### config.mk
export PLATFORM = sky130hd
export DESIGN_NAME = palette_lut_pipe
export DESIGN_NICKNAME = d
export VERILOG_FILES = /design/src/rtl/palette_lut_pipe.sv
export SDC_FILE = /design/constraint.sdc
export NUM_CORES = 2
export LEC_CHECK = 0
export BUFFER_PORTS_ARGS = -buffer_cell sky130_fd_sc_hd__buf_4
export CORE_ASPECT_RATIO = 0.6
export CORE_MARGIN = 10
export CORE_UTILIZATION = 45
export CTS_CLUSTER_DIAMETER = 80
export DETAILED_ROUTE_END_ITERATION = 12
export HOLD_SLACK_MARGIN = 0.08
export SYNTH_ARGS = -nofsm -noshare
export SYNTH_HDL_FRONTEND = slang
export SYNTH_SLANG_ARGS = --single-unit
### constraint.sdc
create_clock -name i_clk -period 4.6 [get_ports i_clk]
set_input_delay 0 -clock i_clk [delete_from_list [all_inputs] [get_ports i_clk]]
set_output_delay 0 -clock i_clk [all_outputs]
set_load 0.05 [all_outputs]
### src/rtl/palette_lut_pipe.sv
// palette_lut_pipe: two-stage valid/ready palette decoder mapping (object id, colour index) to 24-bit RGB,
// with a runtime write port. Defining PALETTE_DIM_EN adds the i_dim per-channel right-shift input.
module palette_lut_pipe #(
    parameter int          OBJ_NUM       = 8,
    parameter int          OBJ_W         = 3,
    parameter int          COLOR_W       = 4,
    parameter logic [23:0] DEFAULT_COLOR = 24'hFFFFFF
) (
    input  logic               i_clk,
    input  logic               i_rst_n,
`ifdef PALETTE_DIM_EN
    input  logic [1:0]         i_dim,
`endif
    input  logic               i_pix_valid,
    output logic               o_pix_ready,
    input  logic [OBJ_W-1:0]   i_object_id,
    input  logic [COLOR_W-1:0] i_encoded_color,
    output logic               o_pix_valid,
    input  logic               i_out_ready,
    output logic [23:0]        o_decoded_color,
    output logic               o_obj_hit,
    input  logic               i_wr_en,
    input  logic [OBJ_W-1:0]   i_wr_obj,
    input  logic [COLOR_W-1:0] i_wr_idx,
    input  logic [23:0]        i_wr_rgb,
    output logic               o_wr_ack,
    output logic               o_init_done
);
    localparam int              NUM_ENTRIES = OBJ_NUM * (2 ** COLOR_W);
    localparam int              AW          = (NUM_ENTRIES > 1) ? $clog2(NUM_ENTRIES) : 1;
    localparam logic [OBJ_W:0]  OBJ_LIMIT   = (OBJ_W + 1)'(OBJ_NUM);
    localparam logic [AW-1:0]   LAST_ADDR   = AW'(NUM_ENTRIES - 1);

    typedef enum logic [0:0] {ST_INIT = 1'b0, ST_RUN = 1'b1} state_t;

    state_t             state_r;
    state_t             state_next_s;
    logic [AW-1:0]      cnt_r;
    logic               fill_en_s;
    logic               run_s;
    logic               wr_accept_s;
    logic [AW-1:0]      wr_addr_s;
    logic               adv_s;
    logic               a_valid_r;
    logic [OBJ_W-1:0]   a_obj_r;
    logic [COLOR_W-1:0] a_idx_r;
    logic               rd_hit_s;
    logic [AW-1:0]      rd_addr_s;
    logic [23:0]        rd_rgb_s;
    logic [23:0]        palette_mem [NUM_ENTRIES];

`ifdef PALETTE_DIM_EN
    function automatic logic [23:0] dim_rgb(input logic [23:0] rgb, input logic [1:0] dim);
        dim_rgb = {rgb[23:16] >> dim, rgb[15:8] >> dim, rgb[7:0] >> dim};
    endfunction
`endif

    // FSM state register
    always_ff @(posedge i_clk or negedge i_rst_n) begin
        if (!i_rst_n) begin
            state_r <= ST_INIT;
        end else begin
            state_r <= state_next_s;
        end
    end

    // FSM next-state logic: INIT walks every entry once, RUN is terminal
    always_comb begin
        state_next_s = state_r;
        case (state_r)
            ST_INIT: begin
                if (cnt_r == LAST_ADDR) begin
                    state_next_s = ST_RUN;
                end else begin
                    state_next_s = ST_INIT;
                end
            end
            ST_RUN:  state_next_s = ST_RUN;
            default: state_next_s = ST_INIT;
        endcase
    end

    // FSM output decode
    always_comb begin
        fill_en_s = 1'b0;
        run_s     = 1'b0;
        case (state_r)
            ST_INIT: fill_en_s = 1'b1;
            ST_RUN:  run_s     = 1'b1;
            default: begin
                fill_en_s = 1'b0;
                run_s     = 1'b0;
            end
        endcase
    end

    // Fill counter and init-done flag
    always_ff @(posedge i_clk or negedge i_rst_n) begin
        if (!i_rst_n) begin
            cnt_r       <= '0;
            o_init_done <= 1'b0;
        end else begin
            if (fill_en_s) begin
                cnt_r <= cnt_r + AW'(1);
            end
            o_init_done <= (state_next_s == ST_RUN);
        end
    end

    assign wr_accept_s = run_s && i_wr_en && ({1'b0, i_wr_obj} < OBJ_LIMIT);
    assign wr_addr_s   = AW'({i_wr_obj, i_wr_idx});

    // Palette storage: not reset, the INIT fill reloads it after every reset
    always_ff @(posedge i_clk) begin
        if (fill_en_s) begin
            palette_mem[cnt_r] <= DEFAULT_COLOR;
        end else if (wr_accept_s) begin
            palette_mem[wr_addr_s] <= i_wr_rgb;
        end
    end

    // Write acknowledge pulse
    always_ff @(posedge i_clk or negedge i_rst_n) begin
        if (!i_rst_n) begin
            o_wr_ack <= 1'b0;
        end else begin
            o_wr_ack <= wr_accept_s;
        end
    end

    assign adv_s       = !o_pix_valid || i_out_ready;
    assign o_pix_ready = o_init_done && adv_s;

    // Stage A: capture the accepted pixel request
    always_ff @(posedge i_clk or negedge i_rst_n) begin
        if (!i_rst_n) begin
            a_valid_r <= 1'b0;
            a_obj_r   <= '0;
            a_idx_r   <= '0;
        end else if (adv_s) begin
            a_valid_r <= i_pix_valid && o_pix_ready;
            a_obj_r   <= i_object_id;
            a_idx_r   <= i_encoded_color;
        end
    end

    // Stage B read: re-evaluated every cycle so a held pixel sees fresh writes
    always_comb begin
        rd_hit_s  = ({1'b0, a_obj_r} < OBJ_LIMIT);
        rd_addr_s = '0;
        rd_rgb_s  = DEFAULT_COLOR;
        if (rd_hit_s) begin
            rd_addr_s = AW'({a_obj_r, a_idx_r});
            rd_rgb_s  = palette_mem[rd_addr_s];
        end else begin
            rd_addr_s = '0;
            rd_rgb_s  = DEFAULT_COLOR;
        end
`ifdef PALETTE_DIM_EN
        rd_rgb_s = dim_rgb(rd_rgb_s, i_dim);
`endif
    end

    // Stage B: registered RGB output, held while downstream stalls
    always_ff @(posedge i_clk or negedge i_rst_n) begin
        if (!i_rst_n) begin
            o_pix_valid     <= 1'b0;
            o_decoded_color <= 24'h000000;
            o_obj_hit       <= 1'b0;
        end else if (adv_s) begin
            o_pix_valid <= a_valid_r;
            if (a_valid_r) begin
                o_decoded_color <= rd_rgb_s;
                o_obj_hit       <= rd_hit_s;
            end
        end
    end
endmodule

==> summary.txt <==
Placed cells: 9374
Final hold violation count: 0
CTS H-tree lvls: 5
Vias in the first global route: 60.03k
Area growth, synth to finish: 13.97%
DR pass1 iterations: 6
Filler cells: 20.93k
Worst Path Max Fanout: 24
CP Class: reg -> reg
GR Overflow Total: 0
Setup TNS: 0 ns
# DRC: 0
Post-layout nets: 6182
Cell row count: 147
CTS Sinks: 3115
IO Pins: 72
Clk_lat worst skew: 0.87 ns
Yosys reg bits: 3115
Detail Route Antenna Nets: 0
Non-Filler Instances: 9929
Register area share after synthesis: 77.44%
Resized Gates After CTS: 0
Slew HR: -2.724%
Synth Flop Type: edfxtp_1
Peak supply drop: 0.3026 mV
Die width: 688.1 um
Number of synthesized flops with an enable pin: 3072
RSZ-0062 raised after global routing: false
Drt via density: 6.314
Synth area leaders: edfxtp_1 77%, mux4_2 12%, mux2i_1 2.8%
Async set-reset flop share out of synthesis: 1.380%
Initial antenna violation count: 20
Worst EP required: 5.27 ns
Share of cells above drive strength 1: 27.62%
Status: finished, violations left
Detailed Place HPWL: 227.1 mm
Warnings, synthesis: 0
First-pass GRT wire length: 497.4 mm
Power Density: 409.2 mW/mm^2
Pin count of the biggest net entering global routing: 86
Final Setup Violations: 0
FF+latch area: 0.09334 mm^2
Total design power: 56.21 mW
1st-iter DRT viols: 9998
Synth cell count leaders: 3072 x edfxtp_1, 646 x mux4_2, 332 x mux2i_1, 197 x nor2_1, 175 x nand2_1
Worst EP arrival: 5.05 ns
Failing checks: capacitance limit, slew limit
Synth unique cells: 76
Max-Cap Viols: 1
Initial Util: 45.13%
Die Ht: 420.9 um
WL/cell: 36.25 um
Clock tree buffer depth: 4
CTS buffer count: 285
Vias: 62.69k
Top-area cell type share of the netlist area: 76.55%
Peak Freq: 228.0 MHz
Area of the multi-input gates: 0.02572 mm^2
GRT Util Overall: 24.45%
Clock Pin Slew Worst Setup and Hold Paths: 0.07 ns
Core Area: 0.2671 mm^2
Slew Viols, Final: 2
Reg2Reg Setup Slack: 0.21 ns
GP Congestion: 0.9260
Synthesized instance count: 5622
Fin crit share: 95.36%
CTS tree: built
Lkg Pwr: 44.28 nW
Final min period: 4.387 ns
Syn Nets: 5666
Clk_skew: 0.04969 ns
Die area: 0.2896 mm^2
Synthesized area per cell: 21.44 um^2
Synth area leader: edfxtp_1
Worst-margin pin slew: 1.527 ns
# port buffers: 71
Root buffer cell: clkbuf_16
Count leader, synth: edfxtp_1
CP endpoint kind: register
Final WL: 360.0 mm
HP Class: in -> reg
Startpoint types: register
Area of the mapped netlist: 0.1205 mm^2
[path summary, 6_finish.rpt]
check / from / end / cells after the start
setup / recovery: a_idx_r[0] / o_decoded_color[16] / 8
hold / removal: i_wr_rgb[16] / palette_mem[75][16] / 2
setup reg to reg: a_idx_r[0] / o_decoded_color[16] / 8
hold reg to reg: o_decoded_color[0] / o_decoded_color[0] / 1
max in group asynchronous: i_rst_n / o_decoded_color[16] / 4
min in group asynchronous: i_rst_n / o_decoded_color[9] / 4
[per-stage QoR]
| stage | utilization, % | area, um^2 | hold WS, ns | worst slack [ns] |
|---|---|---|---|---|
| 2_1_floorplan | - | 120500 | -0.2956 | 1.144 |
| 3_3_place_gp | 47.83 | 127700 | 0.1985 | 0.4029 |
| 3_5_place_dp | 47.83 | 127700 | 0.2035 | 0.4028 |
| 4_1_cts | 51.42 | 137300 | 0.08556 | 0.3440 |
| 5_1_grt | 51.42 | 137300 | 0.1125 | 0.02579 |
| 6_report | 51.43 | 137400 | 0.1012 | 0.2134 |
[routing by layer]
metal | wire [um] | vias to the layer above | GRT usage, %
li1 | - | 24660 | -
met1 | 151600 | 33660 | 36.99
met2 | 150700 | 3823 | 34.01
met3 | 46790 | 546 | 8.113
met4 | 10760 | 10 | 6.478
met5 | 61 | - | 0
[power breakdown]
group / leakage, nW / total [mW] / internal [mW] / switching, mW
registers: 29.3 / 30.7 / 30.7 / 0.0368
logic: 10.5 / 1.77 / 0.631 / 1.14
clock network: 4.41 / 23.7 / 13.3 / 10.5
total: 44.3 / 56.2 / 44.6 / 11.6
[state kept, by name, indices dropped and copies added, names as in the netlist]
register,cells
a_idx_r,4
a_obj_r,3
a_valid_r,1
cnt_r,7
o_decoded_color,24
o_init_done,1
o_obj_hit,1
o_pix_valid,1
o_wr_ack,1
palette_mem,3072
[cells by family (layout without fill, tap and decap cells)]
logic type      after synthesis  count (layout)  share of synthesized area, %
fa+ha+maj                     1               1                       0.01038
xor+xnor                      6               6                       0.04360
other cells                   0               9                             0
simple gates                646             646                         2.531
compound gates              515             515                         3.011
buf+inv                     322            1044                         1.771
mux                        1017            1017                         15.19
flops                      3115            3115                         77.44
[cells in the final DEF, fill, tap and decap left out, types with 38 or more instances in the layout]
master	n
a22oi_1	55
clkbuf_1	61
nand3_1	46
dfrtp_1	38
buf_4	454
buf_12	38
nor3_1	52
o22ai_1	80
o221ai_1	61
nor2_2	109
clkinv_1	41
nand2_1	173
clkinv_2	41
mux4_2	646
dlygate4sd3_1	52
mux2i_1	332
edfxtp_1	3072
nor2_1	68
clkbuf_16	296
a21oi_1	81
[area by class of cell]
cell class / instances / share of cell area (%)
timing repair buffer: 545 / 3.434
inverter: 6 / 0.02277
clock inverter: 129 / 0.9556
multi-input combinational: 2185 / 18.73
tap: 3576 / 3.258
antenna: 9 / 0.01640
clock buffer: 364 / 5.630
sequential: 3115 / 67.96
[critical path: stages, from the launching register on]
cell,delay [ns]
dfrtp_4,0.82
buf_12,0.25
buf_12,0.22
buf_4,0.23
mux4_2,0.53
a22oi_1,0.21
a21oi_1,0.36
nor4_1,1.35
o21ai_1,0.16
[timing repair]
item,in CTS,in global routing
endpoints found under the hold margin,724,0
hold buffers,53,0
setup buffers,0,0
No activity file was read; power rests on OpenSTA's default activity.
